File: src/rtl/fc_infer_ctrl.sv
// Sequencing controller for a fully-connected layer: buffer a feature vector,
// replay it as an unbroken burst into the layer, wait for the result with a
// watchdog, then pick the highest-scoring neuron by sequential signed argmax.
module fc_infer_ctrl #(
  parameter int unsigned INPUT_SIZE     = 16,
  parameter int unsigned NUM_NEURONS    = 10,
  parameter int unsigned DATA_WIDTH     = 16,
  parameter int unsigned ACC_WIDTH      = 32,
  parameter int unsigned TIMEOUT_CYCLES = 64
) (
  input  logic                                clk,
  input  logic                                rst_n,
  input  logic                                s_valid,
  input  logic signed [DATA_WIDTH-1:0]        s_data,
  output logic                                s_ready,
  output logic                                fc_valid_in,
  output logic signed [DATA_WIDTH-1:0]        fc_data,
  input  logic                                fc_valid_out,
  input  logic signed [ACC_WIDTH-1:0]         fc_out [NUM_NEURONS],
  output logic                                m_valid,
  input  logic                                m_ready,
  output logic        [$clog2(NUM_NEURONS)-1:0] m_class,
  output logic signed [ACC_WIDTH-1:0]         m_score,
  output logic                                busy,
  output logic                                err
);

  localparam int unsigned IDX_W = (INPUT_SIZE > 1) ? $clog2(INPUT_SIZE) : 1;
  localparam int unsigned CLS_W = $clog2(NUM_NEURONS);
  localparam int unsigned TO_W  = (TIMEOUT_CYCLES > 1) ? $clog2(TIMEOUT_CYCLES) : 1;

  localparam logic [IDX_W-1:0] LAST_IDX = IDX_W'(INPUT_SIZE - 1);
  localparam logic [CLS_W-1:0] LAST_CLS = CLS_W'(NUM_NEURONS - 1);
  localparam logic [TO_W-1:0]  LAST_TO  = TO_W'(TIMEOUT_CYCLES - 1);

  typedef enum logic [2:0] {
    ST_LOAD, ST_ISSUE, ST_WAIT, ST_ARGMAX, ST_DONE, ST_ERROR
  } state_t;

  state_t                      r_state, w_next;
  logic signed [DATA_WIDTH-1:0] r_buf   [INPUT_SIZE];
  logic signed [ACC_WIDTH-1:0]  r_score [NUM_NEURONS];
  logic [IDX_W-1:0]            r_wr_idx, r_rd_idx, w_rd_nxt;
  logic [TO_W-1:0]             r_to_cnt;
  logic [CLS_W-1:0]            r_arg_idx, r_best_idx, w_win_idx;
  logic signed [ACC_WIDTH-1:0] r_best_score, w_win_score;
  logic                        r_s_ready, r_fc_valid_in, r_m_valid, r_busy, r_err;
  logic signed [DATA_WIDTH-1:0] r_fc_data;
  logic [CLS_W-1:0]            r_m_class;
  logic signed [ACC_WIDTH-1:0] r_m_score;
  logic                        w_accept, w_load_last, w_issue_last, w_capture, w_arg_last, w_take;

  // State register
  always_ff @(posedge clk or negedge rst_n) begin
    if (!rst_n) r_state <= ST_LOAD;
    else        r_state <= w_next;
  end

  // Next-state decode and datapath strobes
  always_comb begin
    w_next       = r_state;
    w_accept     = 1'b0;
    w_load_last  = 1'b0;
    w_issue_last = 1'b0;
    w_capture    = 1'b0;
    w_arg_last   = 1'b0;
    case (r_state)
      ST_LOAD: begin
        if (s_valid) begin
          w_accept = 1'b1;
          if (r_wr_idx == LAST_IDX) begin
            w_load_last = 1'b1;
            w_next      = ST_ISSUE;
          end
        end
      end
      ST_ISSUE: begin
        if (r_rd_idx == LAST_IDX) begin
          w_issue_last = 1'b1;
          w_next       = ST_WAIT;
        end
      end
      ST_WAIT: begin
        // A result on the final watchdog cycle still counts as success
        if (fc_valid_out) begin
          w_capture = 1'b1;
          w_next    = ST_ARGMAX;
        end else if (r_to_cnt == LAST_TO) begin
          w_next = ST_ERROR;
        end
      end
      ST_ARGMAX: begin
        if (r_arg_idx == LAST_CLS) begin
          w_arg_last = 1'b1;
          w_next     = ST_DONE;
        end
      end
      ST_DONE:  if (m_ready) w_next = ST_LOAD;
      ST_ERROR: w_next = ST_ERROR;
      default:  w_next = ST_LOAD;
    endcase
  end

  // Signed strict compare so ties keep the lowest index
  always_comb begin
    w_rd_nxt    = IDX_W'(r_rd_idx + 1'b1);
    w_take      = (r_state == ST_ARGMAX) && (r_score[r_arg_idx] > r_best_score);
    w_win_idx   = w_take ? r_arg_idx : r_best_idx;
    w_win_score = w_take ? r_score[r_arg_idx] : r_best_score;
  end

  // Handshake/status outputs registered from the next state
  always_ff @(posedge clk or negedge rst_n) begin
    if (!rst_n) begin
      r_s_ready     <= 1'b1;
      r_fc_valid_in <= 1'b0;
      r_m_valid     <= 1'b0;
      r_busy        <= 1'b0;
      r_err         <= 1'b0;
    end else begin
      r_s_ready     <= (w_next == ST_LOAD);
      r_fc_valid_in <= (w_next == ST_ISSUE);
      r_m_valid     <= (w_next == ST_DONE);
      r_busy        <= (w_next != ST_LOAD) && (w_next != ST_ERROR);
      r_err         <= r_err | (w_next == ST_ERROR);
    end
  end

  // Buffer, burst replay, watchdog, capture and argmax datapath
  always_ff @(posedge clk or negedge rst_n) begin
    if (!rst_n) begin
      for (int i = 0; i < int'(INPUT_SIZE); i++)  r_buf[i]   <= '0;
      for (int i = 0; i < int'(NUM_NEURONS); i++) r_score[i] <= '0;
      r_wr_idx     <= '0;
      r_rd_idx     <= '0;
      r_to_cnt     <= '0;
      r_arg_idx    <= '0;
      r_best_idx   <= '0;
      r_best_score <= '0;
      r_fc_data    <= '0;
      r_m_class    <= '0;
      r_m_score    <= '0;
    end else begin
      if (w_accept) begin
        r_buf[r_wr_idx] <= s_data;
        r_wr_idx        <= w_load_last ? '0 : IDX_W'(r_wr_idx + 1'b1);
      end
      // Preload the first beat so the burst starts the cycle after the last accept
      if (w_load_last) r_fc_data <= (r_wr_idx == '0) ? s_data : r_buf[0];
      if (r_state == ST_ISSUE) begin
        r_rd_idx  <= w_issue_last ? '0 : w_rd_nxt;
        r_fc_data <= w_issue_last ? '0 : r_buf[w_rd_nxt];
      end
      if (w_issue_last) r_to_cnt <= '0;
      else if (r_state == ST_WAIT && !fc_valid_out) r_to_cnt <= TO_W'(r_to_cnt + 1'b1);
      if (w_capture) begin
        for (int i = 0; i < int'(NUM_NEURONS); i++) r_score[i] <= fc_out[i];
        r_best_idx   <= '0;
        r_best_score <= fc_out[0];
        r_arg_idx    <= CLS_W'(1);
      end
      if (r_state == ST_ARGMAX) begin
        r_best_idx   <= w_win_idx;
        r_best_score <= w_win_score;
        r_arg_idx    <= w_arg_last ? '0 : CLS_W'(r_arg_idx + 1'b1);
        if (w_arg_last) begin
          r_m_class <= w_win_idx;
          r_m_score <= w_win_score;
        end
      end
    end
  end

  // Port drive
  always_comb begin
    s_ready     = r_s_ready;
    fc_valid_in = r_fc_valid_in;
    fc_data     = r_fc_data;
    m_valid     = r_m_valid;
    m_class     = r_m_class;
    m_score     = r_m_score;
    busy        = r_busy;
    err         = r_err;
  end

endmodule

File: config.mk
export PLATFORM = sky130hd
export DESIGN_NAME = fc_infer_ctrl
export DESIGN_NICKNAME = d
export VERILOG_FILES = /design/src/rtl/fc_infer_ctrl.sv
export SDC_FILE = /design/constraint.sdc
export NUM_CORES = 1
export LEC_CHECK = 0
export CORE_ASPECT_RATIO = 2
export CORE_MARGIN = 4
export CORE_UTILIZATION = 55
export DETAILED_ROUTE_END_ITERATION = 10
export GPL_ROUTABILITY_DRIVEN = 0
export PLACE_DENSITY_LB_ADDON = 0.25
export REMOVE_ABC_BUFFERS = 1
export SLEW_MARGIN = 0
export SYNTH_ARGS = -nofsm -noshare
export SYNTH_HDL_FRONTEND = slang
export SYNTH_SLANG_ARGS = --single-unit
File: constraint.sdc
create_clock -name clk -period 5.54 [get_ports clk]
set_input_delay 1.108 -clock clk [delete_from_list [all_inputs] [get_ports clk]]
set_output_delay 1.108 -clock clk [all_outputs]
set_load 0.05 [all_outputs]
==> summary.txt <==
Setup path
  – Data required time of the worst path: 6.01 ns
  – Crit path cell chain: buf_12 -> mux4_2 -> a22oi_1 -> o2bb2ai_1 -> ha_1 -> nand4_1 -> nor4_1 -> buf_4 -> a21boi_0 -> o41ai_1 -> a211o_2 -> buf_4 -> mux2i_1 -> o21ai_0
  – Most common cell type on the critical path: buf_4
  – CP Data Arrival Time: 5.22 ns
  – CP endpoint kind: flop
  – Critical Setup Path Class: reg2reg
  – Worst setup SP type: flop
  – Max incr delay on CP: 0.72 ns
  – R2R Path Start: r_arg_idx[0]
  – Slowest cell on the critical path: o41ai_1
  – CP startpoint: r_arg_idx[0]
  – Worst-path maximum fanout: 38

STA
  – Rel. slew slack: 0.1972
  – Final Hold Slack: 0.4783 ns
  – Worst-case clock skew: 0.01536 ns
  – Aggregate negative setup slack: 0 ns
  – Time the final worst path needs with I/O delays and setup: 4.752 ns
  – Actual transition at the worst max-transition pin: 1.204 ns
  – Unrepaired setup endpoints after global routing: false
  – Final setup violation count: 0
  – Final worst path period share: 0.8578
  – Maximum operating frequency: 210.4 MHz
  – Max Slew Vio Count: 0
  – Final setup margin: 0.7876 ns
  – Final count of hold timing violations: 0

Clock tree
  – TritonCTS Sinks: 690
  – Total clock buffers created by CTS: 60
  – Clock latency of the later-clocked register in the worst-skew pair: 0.62 ns
  – Clock buffer depth: 3
  – Buffer count from post-CTS setup fixing: 0
  – Cell at the root of the clock tree: clkbuf_16
  – Number of H-tree branching levels: 2
  – Hold buffer count at cts: 0
  – Clock transition at path regs: 0.07 ns
  – Clock tree from TritonCTS: done
  – Gates resized, CTS repair: 0

Global routing
  – Initial antenna violation count: 14
  – First-pass GRT wire length: 130.9 mm
  – Via count of the first global-routing pass: 22.13k
  – Overall Global Routing Usage: 0.2746
  – Overflow left after global routing: 0
  – Maximum number of pins on one net before global-route repair: 134

Logic synthesis
  – Largest cells by area after synthesis: dfrtp_1 54%, mux2_2 22%, mux4_2 9.0%
  – Share of synthesized cell area in and, or, nand and nor gates: 0.02569
  – Sequential share of the synthesized area: 0.5413
  – Post-Synth XOR/XNOR Area: 0.002197
  – Area fraction of the dominant cell type after synthesis: 0.5405
  – Largest area contributor in the netlist: dfrtp_1
  – Combinational family with the most area after synthesis: multiplexers
  – Number of warnings printed during yosys synthesis: 0
  – Number of different library cells in the post-synthesis netlist: 54
  – Synth Area in Compound Gates: 0.05778
  – Count of mapped cells out of synthesis: 2199
  – Post-Synthesis Mean Instance Area: 14.51 µm²
  – Async S/R FF share, synth: 1.000
  – Mapped cell area: 31900 µm²
  – Post-synthesis adder-cell area fraction: 0.01569
  – Number of register bits inferred by synthesis: 690
  – Count leader, synth: dfrtp_1
  – Most common flop cell mapped by yosys: dfrtp_1
  – Number of synthesized flops with an enable pin: 0
  – Leading cell types by count after synthesis: 689 x dfrtp_1, 625 x mux2_2, 128 x mux4_2
  – Share of cell area taken by muxes after synthesis: 0.3308

Layout
  – Post-layout net count: 2915
  – Core Util, Final: 0.6765
  – Share of post-route cells with drive strength above 1: 0.3512
  – Area Overhead vs Synth: 21.41%

Floorplan
  – Die Width: 178.3 µm
  – Core ar.: 57250 µm²
  – Ports placed on the boundary: 398
  – Effective utilization at floorplan: 0.5572
  – Area of the die: 62150 µm²
  – Chip Height: 348.6 µm
  – Placement Rows: 124

Detailed routing
  – Initial detailed-routing violation count: 1466
  – Router iterations before antenna repair: 5
  – Total via count in the routed design: 20.08k
  – Drt wl/cell: 25.67 µm
  – Total length of routed wires: 85.91 mm
  – DR DRC count: 0
  – Antenna violation net count after detailed routing: 0
  – Via density per instance: 6.001

Pwr
  – Switching share of power: 0.3075
  – Maximum resistive drop on vdd: 455.8 µV
  – Total power: 16.96 mW
  – Part of the total power dissipated in the clock network: 0.267
  – Switching Power: 5.215 mW
  – Sequential share of power: 0.410
  – Cell area power density: 437.9 nW/µm²
  – Cell-internal power: 11.74 mW
  – Leakage: 18.06 nW
  – Power share of the combinational group: 0.323

Placement
  – Pre-CTS setup slack: 0.8144 ns
  – DPL Wire Length: 59.38 mm
  – Number of buffer cells added on primary ports: 397

Worst hold path
  – Class of the tightest hold or removal check: reg2reg
  – Source of the worst hold timing path: m_score[16]

Run
  – Number of max-cap violations: 0

Run status
  – Outcome: completed
cells in the final DEF, fill, tap and decap left out, types with 3 or more instances in the layout:
master	n
xnor2_1	3
a21o_1	35
mux2_2	625
nor3_1	5
ha_1	39
buf_12	11
o21ai_0	65
a22oi_1	33
a21oi_1	36
dfrtp_4	3
clkbuf_1	11
clkdlybuf4s50_1	396
xor2_1	3
o2bb2ai_1	31
and2_1	6
mux4_2	128
a22o_1	36
o22ai_1	16
diode_2	10
clkinv_2	11
clkbuf_16	61
buf_4	25
bufinv_16	9
inv_1	36
clkbuf_8	13
nand3_1	11
nor2b_1	6
dfrtp_1	685
and3_1	3
nand2_1	90
nand4_1	8
nor2_1	32
mux2i_1	63
sequential cells by signal (all words and copies together), names as in the netlist, 3 cells and up:
signal / flops
m_class: 4
r_rd_idx: 4
r_to_cnt: 6
r_best_idx: 4
r_score: 320
r_best_score: 32
r_buf: 256
m_score: 32
r_wr_idx: 4
r_arg_idx: 4
fc_data: 16
r_state: 3
worst paths after layout:
path	slack [ns]	cells after the start	endpoint
setup / recovery	0.79	14	m_score[27]
min in group asynchronous	0.55	1	r_score[117]
max in group asynchronous	3.69	2	r_score[292]
hold reg to reg	0.48	2	m_score[16]
setup reg to reg	0.79	14	m_score[27]
hold / removal	0.48	2	m_score[16]
logic make-up (layout without fill, tap and decap cells):
group           after synthesis  in the layout
compound gates              269            269
xor+xnor                      8              8
fa+ha+maj                    40             40
buf+inv                     197            578
flops                       690            690
mux                         816            816
other cells                   0             10
simple gates                179            179
per-stage QoR:
| stage | cells | area [µm²] |
|---|---|---|
| 2_1_floorplan | 2039 | 31190 |
| 3_3_place_gp | 3228 | 36610 |
| 3_5_place_dp | 3228 | 36610 |
| 4_1_cts | 3336 | 38700 |
| 5_1_grt | 3342 | 38720 |
| 6_report | 3346 | 38730 |
worst max-delay path, delay by kind of cell, from the launching register on:
family | cells | cell delay, ns
AO/OA/AOI/OAI | 6 | 1.54
adder cells (fa/ha/maj) | 1 | 0.35
flip-flops | 1 | 0.55
buffers and inverters | 3 | 1.03
multiplexers | 2 | 0.85
AND/OR/NAND/NOR | 2 | 0.25
power by group through the flow:
| stage | logic, mW | registers (mW) | clock network (mW) |
|---|---|---|---|
| finish | 5.48 | 6.95 | 4.53 |
| global route | 5.87 | 7.09 | 4.81 |
| CTS | 5.53 | 6.95 | 4.61 |
| detailed placement | 5.49 | 7.04 | 0 |
| global placement | 5.34 | 6.93 | 0 |
| floorplan | 3.76 | 7.06 | 0 |
cell type report:
class | instances | area, µm²
clock inverter | 23 | 349.1
tap | 756 | 945.9
multi-input combinational | 1312 | 13850
antenna | 10 | 25.02
fill | 3989 | 18520
inverter | 37 | 138.9
sequential | 690 | 17280
timing repair buffer | 433 | 4387
clock buffer | 85 | 1747
per-layer routing:
metal,track usage,part of all wire,vias to the layer above
met5,0,0.00030,-
met4,0.1142,0.043,4
met3,0.04627,0.063,157
met2,0.4788,0.52,695
met1,0.3383,0.37,10421
li1,-,-,8804
(Power assumes the default switching activity.)
